### src/rtl/snow64_lar_mem_access_ctrl.sv
`default_nettype none
// ============================================================================
// Module   : snow64_lar_mem_access_ctrl
// Brief    : Serializes LAR line reads/writes onto one memory port, writes
//            first. Optional macro SNOW64_LAR_MEM_ACCESS_WR_FORWARD_EN.
// Revision : 1.0
// ============================================================================
module snow64_lar_mem_access_ctrl #(
    parameter int DATA_WIDTH      = 256,
    parameter int BASE_ADDR_WIDTH = 59
) (
    input  logic                       clk,
    input  logic                       rst,
    input  logic                       lar_rd_req,
    input  logic [BASE_ADDR_WIDTH-1:0] lar_rd_base_addr,
    input  logic                       lar_wr_req,
    input  logic [BASE_ADDR_WIDTH-1:0] lar_wr_base_addr,
    input  logic [DATA_WIDTH-1:0]      lar_wr_data,
    output logic                       lar_rd_valid,
    output logic [DATA_WIDTH-1:0]      lar_rd_data,
    output logic                       lar_rd_busy,
    output logic                       lar_wr_valid,
    output logic                       lar_wr_busy,
    output logic                       mem_req,
    output logic                       mem_we,
    output logic [BASE_ADDR_WIDTH-1:0] mem_base_addr,
    output logic [DATA_WIDTH-1:0]      mem_wdata,
    input  logic                       mem_ack,
    input  logic [DATA_WIDTH-1:0]      mem_rdata
);

    typedef enum logic [1:0] {
        StIdle = 2'd0,
        StWr   = 2'd1,
        StRd   = 2'd2
    } state_e;

`ifdef SNOW64_LAR_MEM_ACCESS_WR_FORWARD_EN
    localparam bit FWD_EN = 1'b1;
`else
    localparam bit FWD_EN = 1'b0;
`endif

    state_e                     state_q;
    logic                       rd_pend_q;
    logic                       wr_pend_q;
    logic [BASE_ADDR_WIDTH-1:0] rd_addr_q;
    logic [BASE_ADDR_WIDTH-1:0] wr_addr_q;
    logic [DATA_WIDTH-1:0]      wr_data_q;
    logic                       fwd_q;
    logic                       rd_valid_q;
    logic                       wr_valid_q;
    logic [DATA_WIDTH-1:0]      rd_data_q;
    logic                       mem_req_q;
    logic                       mem_we_q;
    logic [BASE_ADDR_WIDTH-1:0] mem_addr_q;
    logic [DATA_WIDTH-1:0]      mem_wdata_q;

    logic w_rd_accept;
    logic w_wr_accept;
    logic w_fwd_hit;

    // Pending bit covers queued and in-flight; the valid pulse extends busy by one cycle
    assign lar_rd_busy = rd_pend_q | rd_valid_q;
    assign lar_wr_busy = wr_pend_q | wr_valid_q;
    assign w_rd_accept = lar_rd_req & ~lar_rd_busy;
    assign w_wr_accept = lar_wr_req & ~lar_wr_busy;
    assign w_fwd_hit   = FWD_EN & (rd_addr_q == wr_addr_q);

    assign lar_rd_valid  = rd_valid_q;
    assign lar_rd_data   = rd_data_q;
    assign lar_wr_valid  = wr_valid_q;
    assign mem_req       = mem_req_q;
    assign mem_we        = mem_we_q;
    assign mem_base_addr = mem_addr_q;
    assign mem_wdata     = mem_wdata_q;

    always_ff @(posedge clk) begin
        if (rst) begin
            state_q     <= StIdle;
            rd_pend_q   <= 1'b0;
            wr_pend_q   <= 1'b0;
            rd_addr_q   <= '0;
            wr_addr_q   <= '0;
            wr_data_q   <= '0;
            fwd_q       <= 1'b0;
            rd_valid_q  <= 1'b0;
            wr_valid_q  <= 1'b0;
            rd_data_q   <= '0;
            mem_req_q   <= 1'b0;
            mem_we_q    <= 1'b0;
            mem_addr_q  <= '0;
            mem_wdata_q <= '0;
        end else begin
            rd_valid_q <= 1'b0;
            wr_valid_q <= 1'b0;

            case (state_q)
                StIdle: begin
                    if (wr_pend_q) begin
                        state_q     <= StWr;
                        mem_req_q   <= 1'b1;
                        mem_we_q    <= 1'b1;
                        mem_addr_q  <= wr_addr_q;
                        mem_wdata_q <= wr_data_q;
                    end else if (rd_pend_q) begin
                        state_q    <= StRd;
                        fwd_q      <= 1'b0;
                        mem_req_q  <= 1'b1;
                        mem_we_q   <= 1'b0;
                        mem_addr_q <= rd_addr_q;
                    end
                end
                StWr: begin
                    if (mem_ack) begin
                        wr_valid_q <= 1'b1;
                        wr_pend_q  <= 1'b0;
                        mem_we_q   <= 1'b0;
                        if (rd_pend_q) begin
                            // A read hitting the line just written is served from wr_data_q
                            state_q    <= StRd;
                            fwd_q      <= w_fwd_hit;
                            mem_req_q  <= ~w_fwd_hit;
                            mem_addr_q <= rd_addr_q;
                        end else begin
                            state_q   <= StIdle;
                            mem_req_q <= 1'b0;
                        end
                    end
                end
                StRd: begin
                    if (fwd_q) begin
                        state_q    <= StIdle;
                        fwd_q      <= 1'b0;
                        rd_data_q  <= wr_data_q;
                        rd_valid_q <= 1'b1;
                        rd_pend_q  <= 1'b0;
                    end else if (mem_ack) begin
                        state_q    <= StIdle;
                        rd_data_q  <= mem_rdata;
                        rd_valid_q <= 1'b1;
                        rd_pend_q  <= 1'b0;
                        mem_req_q  <= 1'b0;
                    end
                end
                default: state_q <= StIdle;
            endcase

            // Busy blocks acceptance while pending, so set never collides with clear
            if (w_rd_accept) begin
                rd_pend_q <= 1'b1;
                rd_addr_q <= lar_rd_base_addr;
            end
            if (w_wr_accept) begin
                wr_pend_q <= 1'b1;
                wr_addr_q <= lar_wr_base_addr;
                wr_data_q <= lar_wr_data;
            end
        end
    end

endmodule
`default_nettype wire

### config.mk
export PLATFORM = sky130hd
export DESIGN_NAME = snow64_lar_mem_access_ctrl
export DESIGN_NICKNAME = d
export VERILOG_FILES = /design/src/rtl/snow64_lar_mem_access_ctrl.sv
export SDC_FILE = /design/constraint.sdc
export NUM_CORES = 2
export LEC_CHECK = 0
export CAP_MARGIN = 30
export CELL_PAD_IN_SITES_DETAIL_PLACEMENT = 0
export CELL_PAD_IN_SITES_GLOBAL_PLACEMENT = 1
export CORE_AREA = 2 2 478 480
export DETAILED_ROUTE_END_ITERATION = 10
export DIE_AREA = 0 0 480 482
export PLACE_DENSITY = 0.42
export SETUP_SLACK_MARGIN = 0.4
export SLEW_MARGIN = 20
export SYNTH_ARGS = -nofsm -noshare
export SYNTH_HDL_FRONTEND = slang
export SYNTH_SLANG_ARGS = --single-unit
### constraint.sdc
create_clock -name clk -period 2.19 [get_ports clk]
set_clock_uncertainty 0.15 [all_clocks]
set_input_delay 0.438 -clock clk [delete_from_list [all_inputs] [get_ports clk]]
set_output_delay 0.438 -clock clk [all_outputs]
set_load 0.1 [all_outputs]
# Yosys cells after proc, flatten, opt, wreduce, memory -nomap -nowiden
# Index checks and enable logic that the tools add are counted.
[totals]
ff_bits = 954
out_inout_bits = 577
elab_cells = 83
[op_classes]
n_eq_ne = 8
muxes = 34
bitwise_logic = 8
n_reduce_logical = 19
[ops]
columns = ["op", "count"]
rows = [
  ["2-to-1 mux 256 bit", 2],
  ["2-to-1 mux 59 bit", 3],
  ["one-hot mux 59 bit (2 select lines)", 1],
  ["2-to-1 mux 1 bit", 18],
  ["2-to-1 mux 2 bit", 6],
  ["AND reduction 2 bit", 5],
  ["nonzero test 2 bit", 5],
  ["AND reduction 3 bit", 3],
  ["!= test 2 bit (second input constant)", 4],
  ["!= test 3 bit (second input constant)", 2],
  ["one-hot mux 1 bit (3 select lines)", 2],
  ["one-hot mux 2 bit (3 select lines)", 1],
  ["nonzero test 3 bit", 2],
  ["AND reduction 5 bit", 1],
  ["NOT 1 bit", 4],
  ["OR reduction 2 bit", 2],
  ["bitwise AND 1 bit", 2],
  ["== test 2 x 1 -> 1 bit (second input constant)", 1],
  ["== test 2 bit (second input constant)", 1],
  ["zero test 2 bit", 1],
  ["OR 1 bit", 2],
  ["one-hot mux 1 bit (2 select lines)", 1],
]

# Logic depth before layout (Yosys ltp)
[depth]
word_depth = 5
mapped_depth = 7

# Worst setup path after synthesis
# OpenSTA, ideal clock, no wires.
[synth_timing]
kind = "flip-flop to output port"
startpoint = "reg wr_valid_q, in the netlist lar_wr_valid"
endpoint = "out lar_wr_busy"
arrival_ns = 1.534
required_time_ns = 1.602
setup_slack_ns = 0.068
stages_incl_launch_ff = 2
path_cell_list = "dfxtp_1 > or2_2"
[synth_via]
elab_chain_len = 1
[synth_lines]
columns = ["item", "line_no", "text"]
rows = [
  ["start, declared", "52", "logic wr_valid_q;"],
  ["start signal, assigned", "88", "wr_valid_q <= 1'b0;"],
  ["start signal, assigned", "96", "wr_valid_q <= 1'b0;"],
  ["start signal, assigned", "116", "wr_valid_q <= 1'b1;"],
  ["OR 1 bit", "65", "assign lar_wr_busy = wr_pend_q | wr_valid_q;"],
  ["end, declared", "23", "output logic lar_wr_busy,"],
]
# No other way between the ends.

# Worst setup path in the final report
[layout_timing]
startpoint = "reg wr_pend_q"
endpoint = "out lar_wr_busy"
[layout_via]
elab_chain_len = 1
[layout_lines]
columns = ["item", "line_no", "text"]
rows = [
  ["start, declared", "46", "logic wr_pend_q;"],
  ["start signal, assigned", "82", "wr_pend_q <= 1'b0;"],
  ["start signal, assigned", "117", "wr_pend_q <= 1'b0;"],
  ["start signal, assigned", "155", "wr_pend_q <= 1'b1;"],
  ["OR 1 bit", "65", ""],
]
# No other way between the ends.

==> metrics.md <==
| Metric | Value |
|---|---|
| Status | `finished with violations` |
| Failing checks | `setup timing` |
| DR pass1 iterations | `5` |
| Top-area cell type share of the netlist area | `0.571` |
| Max-Cap Viols | `0` |
| Crit end category | `output pin` |
| Synth warn | `0` |
| RSZ-0062 raised after global routing | `true` |
| Synthesis-to-layout area growth | `93.9%` |
| CP Class | `flip-flop to output pin` |
| Die W | `480 µm` |
| Post-synthesis sequential area ratio | `0.571` |
| CP required | `roughly 1600 ps` |
| Mapped cell area | `between 30,000 and 40,000 µm²` |
| Post-route ant nets | `0` |
| Minimum clock period | `2280 ps` |
| Clock sink count | `around 950` |
| Die Y-Extent | `approximately 480 µm` |
| Die area | `about 230,000 µm²` |
| Routability Congestion | `roughly 0.90` |
| PortBufs | `around 1,200` |
| Worst-skew pair later-pin latency | `roughly 800 ps` |
| Worst setup margin | `-91.3 ps` |
| Max VDD drop | `0.585 mV` |
| Post-synth EDFFs | `0` |
| Global-route wire length before repair | `277 mm` |
| Hold crit path type | `input pin to flip-flop` |
| Cell area power density | `between 700 and 800 nW/µm²` |
| Overflow after GRT | `0` |
| Reg2reg setup slack | `around 150 ps` |
| DRC viols | `0` |
| Crit start category | `flip-flop` |
| Total Wirelength | `209 mm` |
| Initial antenna violation count | `around 90` |
| Max Buffers Root-to-Sink | `3` |
| Placed cell areas | `between 50,000 and 60,000 µm²` |
| Most frequent cell after synthesis | `nand2_1` |
| Max Clock Freq | `roughly 440 MHz` |
| # setup viols final | `1` |
| H-tree levels | `4` |
| Relative max-transition margin | `0.604` |
| Final hold violation count | `0` |
| CP max FO | `2` |
| Root Driver | `clkbuf_16` |
| Leak | `about 24 nW` |
| Total track usage | `0.168` |
| Worst EP arrival | `1690 ps` |
| Final Util | `0.286` |
| Fraction of registers with async set/reset | `0` |
| Initial Util | `0.148` |
| Detail Placement HPWL | `155 mm` |
| Post-route design area | `approximately 65,000 µm²` |
| Final net count | `~6,500` |
| Vias per Instance | `around 4` |
| Share of post-route cells with drive strength above 1 | `0.253` |
| Worst-path clk slew | `approximately 60 ps` |
| Dpl ws | `-138 ps` |
| Slew @ Worst Pin | `about 590 ps` |
| Synth Register Bits | `about 950` |
| Wire per inst | `23.4 µm` |
| Synth cell count leaders | `1,776 x nand2_1, 953 x dfxtp_1, 891 x a21oi_1` |
| Final Slew Violations | `0` |
| Starting DRT DRC Count | `1,744` |
| CTS Buf Count | `130` |
| Avg Synthesized Cell Area | `between 8 and 9 µm²` |
| Unique masters post-synth | `30` |
| Top FF cell, synth | `dfxtp_1` |
| CTS tree | `yes` |
| Row cnt | `between 150 and 200` |
| Ranking of synthesized cells by area | `dfxtp_1 57%, nand2_1 20%, a21oi_1 13%` |
| Core footprint | `roughly 230,000 µm²` |
| Vias | `35,300` |
| Fin crit share | `1.04` |
| Area leader, netlist | `dfxtp_1` |
| Largest net degree at the start of global routing | `93` |
| Vias in the first global route | `~35,000` |
| Synthesized Nets | `4,806` |
| Cells after synthesis | `approximately 4,200` |
| Ports | `~1,200` |
worst paths after layout:
check	depth (start not counted)	end	startpoint
max reg2reg	8	mem_wdata[156]	wr_pend_q
min	3	lar_rd_data[248]	mem_rdata[248]
max	3	lar_wr_busy	wr_pend_q
min reg2reg	2	mem_wdata[125]	wr_data_q[125]
cell usage in the layout, fill, tap and decap left out, types with 15 or more instances in the layout:
cell	count
nand2_1	1753
clkbuf_8	23
buf_12	549
clkdlybuf4s50_1	633
dlygate4sd3_1	355
buf_6	16
clkbuf_1	39
clkinv_2	15
nand2_2	17
dfxtp_4	61
o2bb2ai_1	59
a21oi_2	26
a21oi_1	865
buf_8	17
dfxtp_2	313
buf_4	254
clkbuf_16	151
a31oi_1	59
and3b_1	59
dfxtp_1	579
diode_2	24
logic make-up (layout without fill, tap and decap cells):
logic type / Yosys count / after routing / share of synthesized area
AO/OA/AOI/OAI: 1016 / 1016 / 0.161
other: 0 / 24 / 0
flip-flops: 953 / 953 / 0.571
AND/OR/NAND/NOR: 1861 / 1863 / 0.220
buffers and inverters: 341 / 2086 / 0.0479
report_power, final:
part | internal (mW) | switching, mW
combinational | 4.12 | 5.73
sequential | 18.1 | 0.594
clock | 12.3 | 8.89
critical path, cell delays in order, from the launching register on:
cell,delay (ps)
dfxtp_4,360
buf_12,130
or2_4,240
buf_12,170
per-layer routing:
metal	routed length [µm]	vias to the layer above	global-route usage
met1	88300	16900	0.204
met3	19900	310	0.0724
met4	4910	38	0.0457
met2	96000	1143	0.271
li1	-	17000	-
met5	237	-	0
state kept, by name, summed over array words and instances (netlist names):
signal / cells
lar_wr_valid: 1
rd_pend_q: 1
wr_data_q: 256
wr_addr_q: 59
mem_we: 1
wr_pend_q: 1
rd_addr_q: 59
lar_rd_data: 256
mem_base_addr: 59
mem_req: 1
lar_rd_valid: 1
mem_wdata: 256
state_q: 2
cell type report:
class | instances | area [µm²]
Sequential cell | 953 | 19700
Fill cell | 24300 | 162000
Clock inverter | 35 | 429
Timing Repair Buffer | 1858 | 24100
Multi-Input combinational cell | 2879 | 13000
Tap cell | 3009 | 3760
Clock buffer | 193 | 3740
Antenna cell | 24 | 60.1
timing repair:
action	CTS	global route
gates cloned	2	25
setup endpoints to repair	1066	1436
setup buffers	19	51
gates resized for setup	1095	519
hold buffers	355	0
hold endpoints to repair	396	0
pin swaps	1	10
through the flow:
stage          hold slack [ps]  instances  setup TNS [ps]  total power [mW]
2_1_floorplan              282       4171               0              23.2
3_3_place_gp               288       8247           -9500              27.1
3_5_place_dp               288       8247          -17710              27.1
4_1_cts                 0.0739       8851            -262              49.9
5_1_grt                   15.4       8939            -213              51.9
6_report                  72.4       8951           -91.3              49.7
Power figures use the tool's default switching activity.
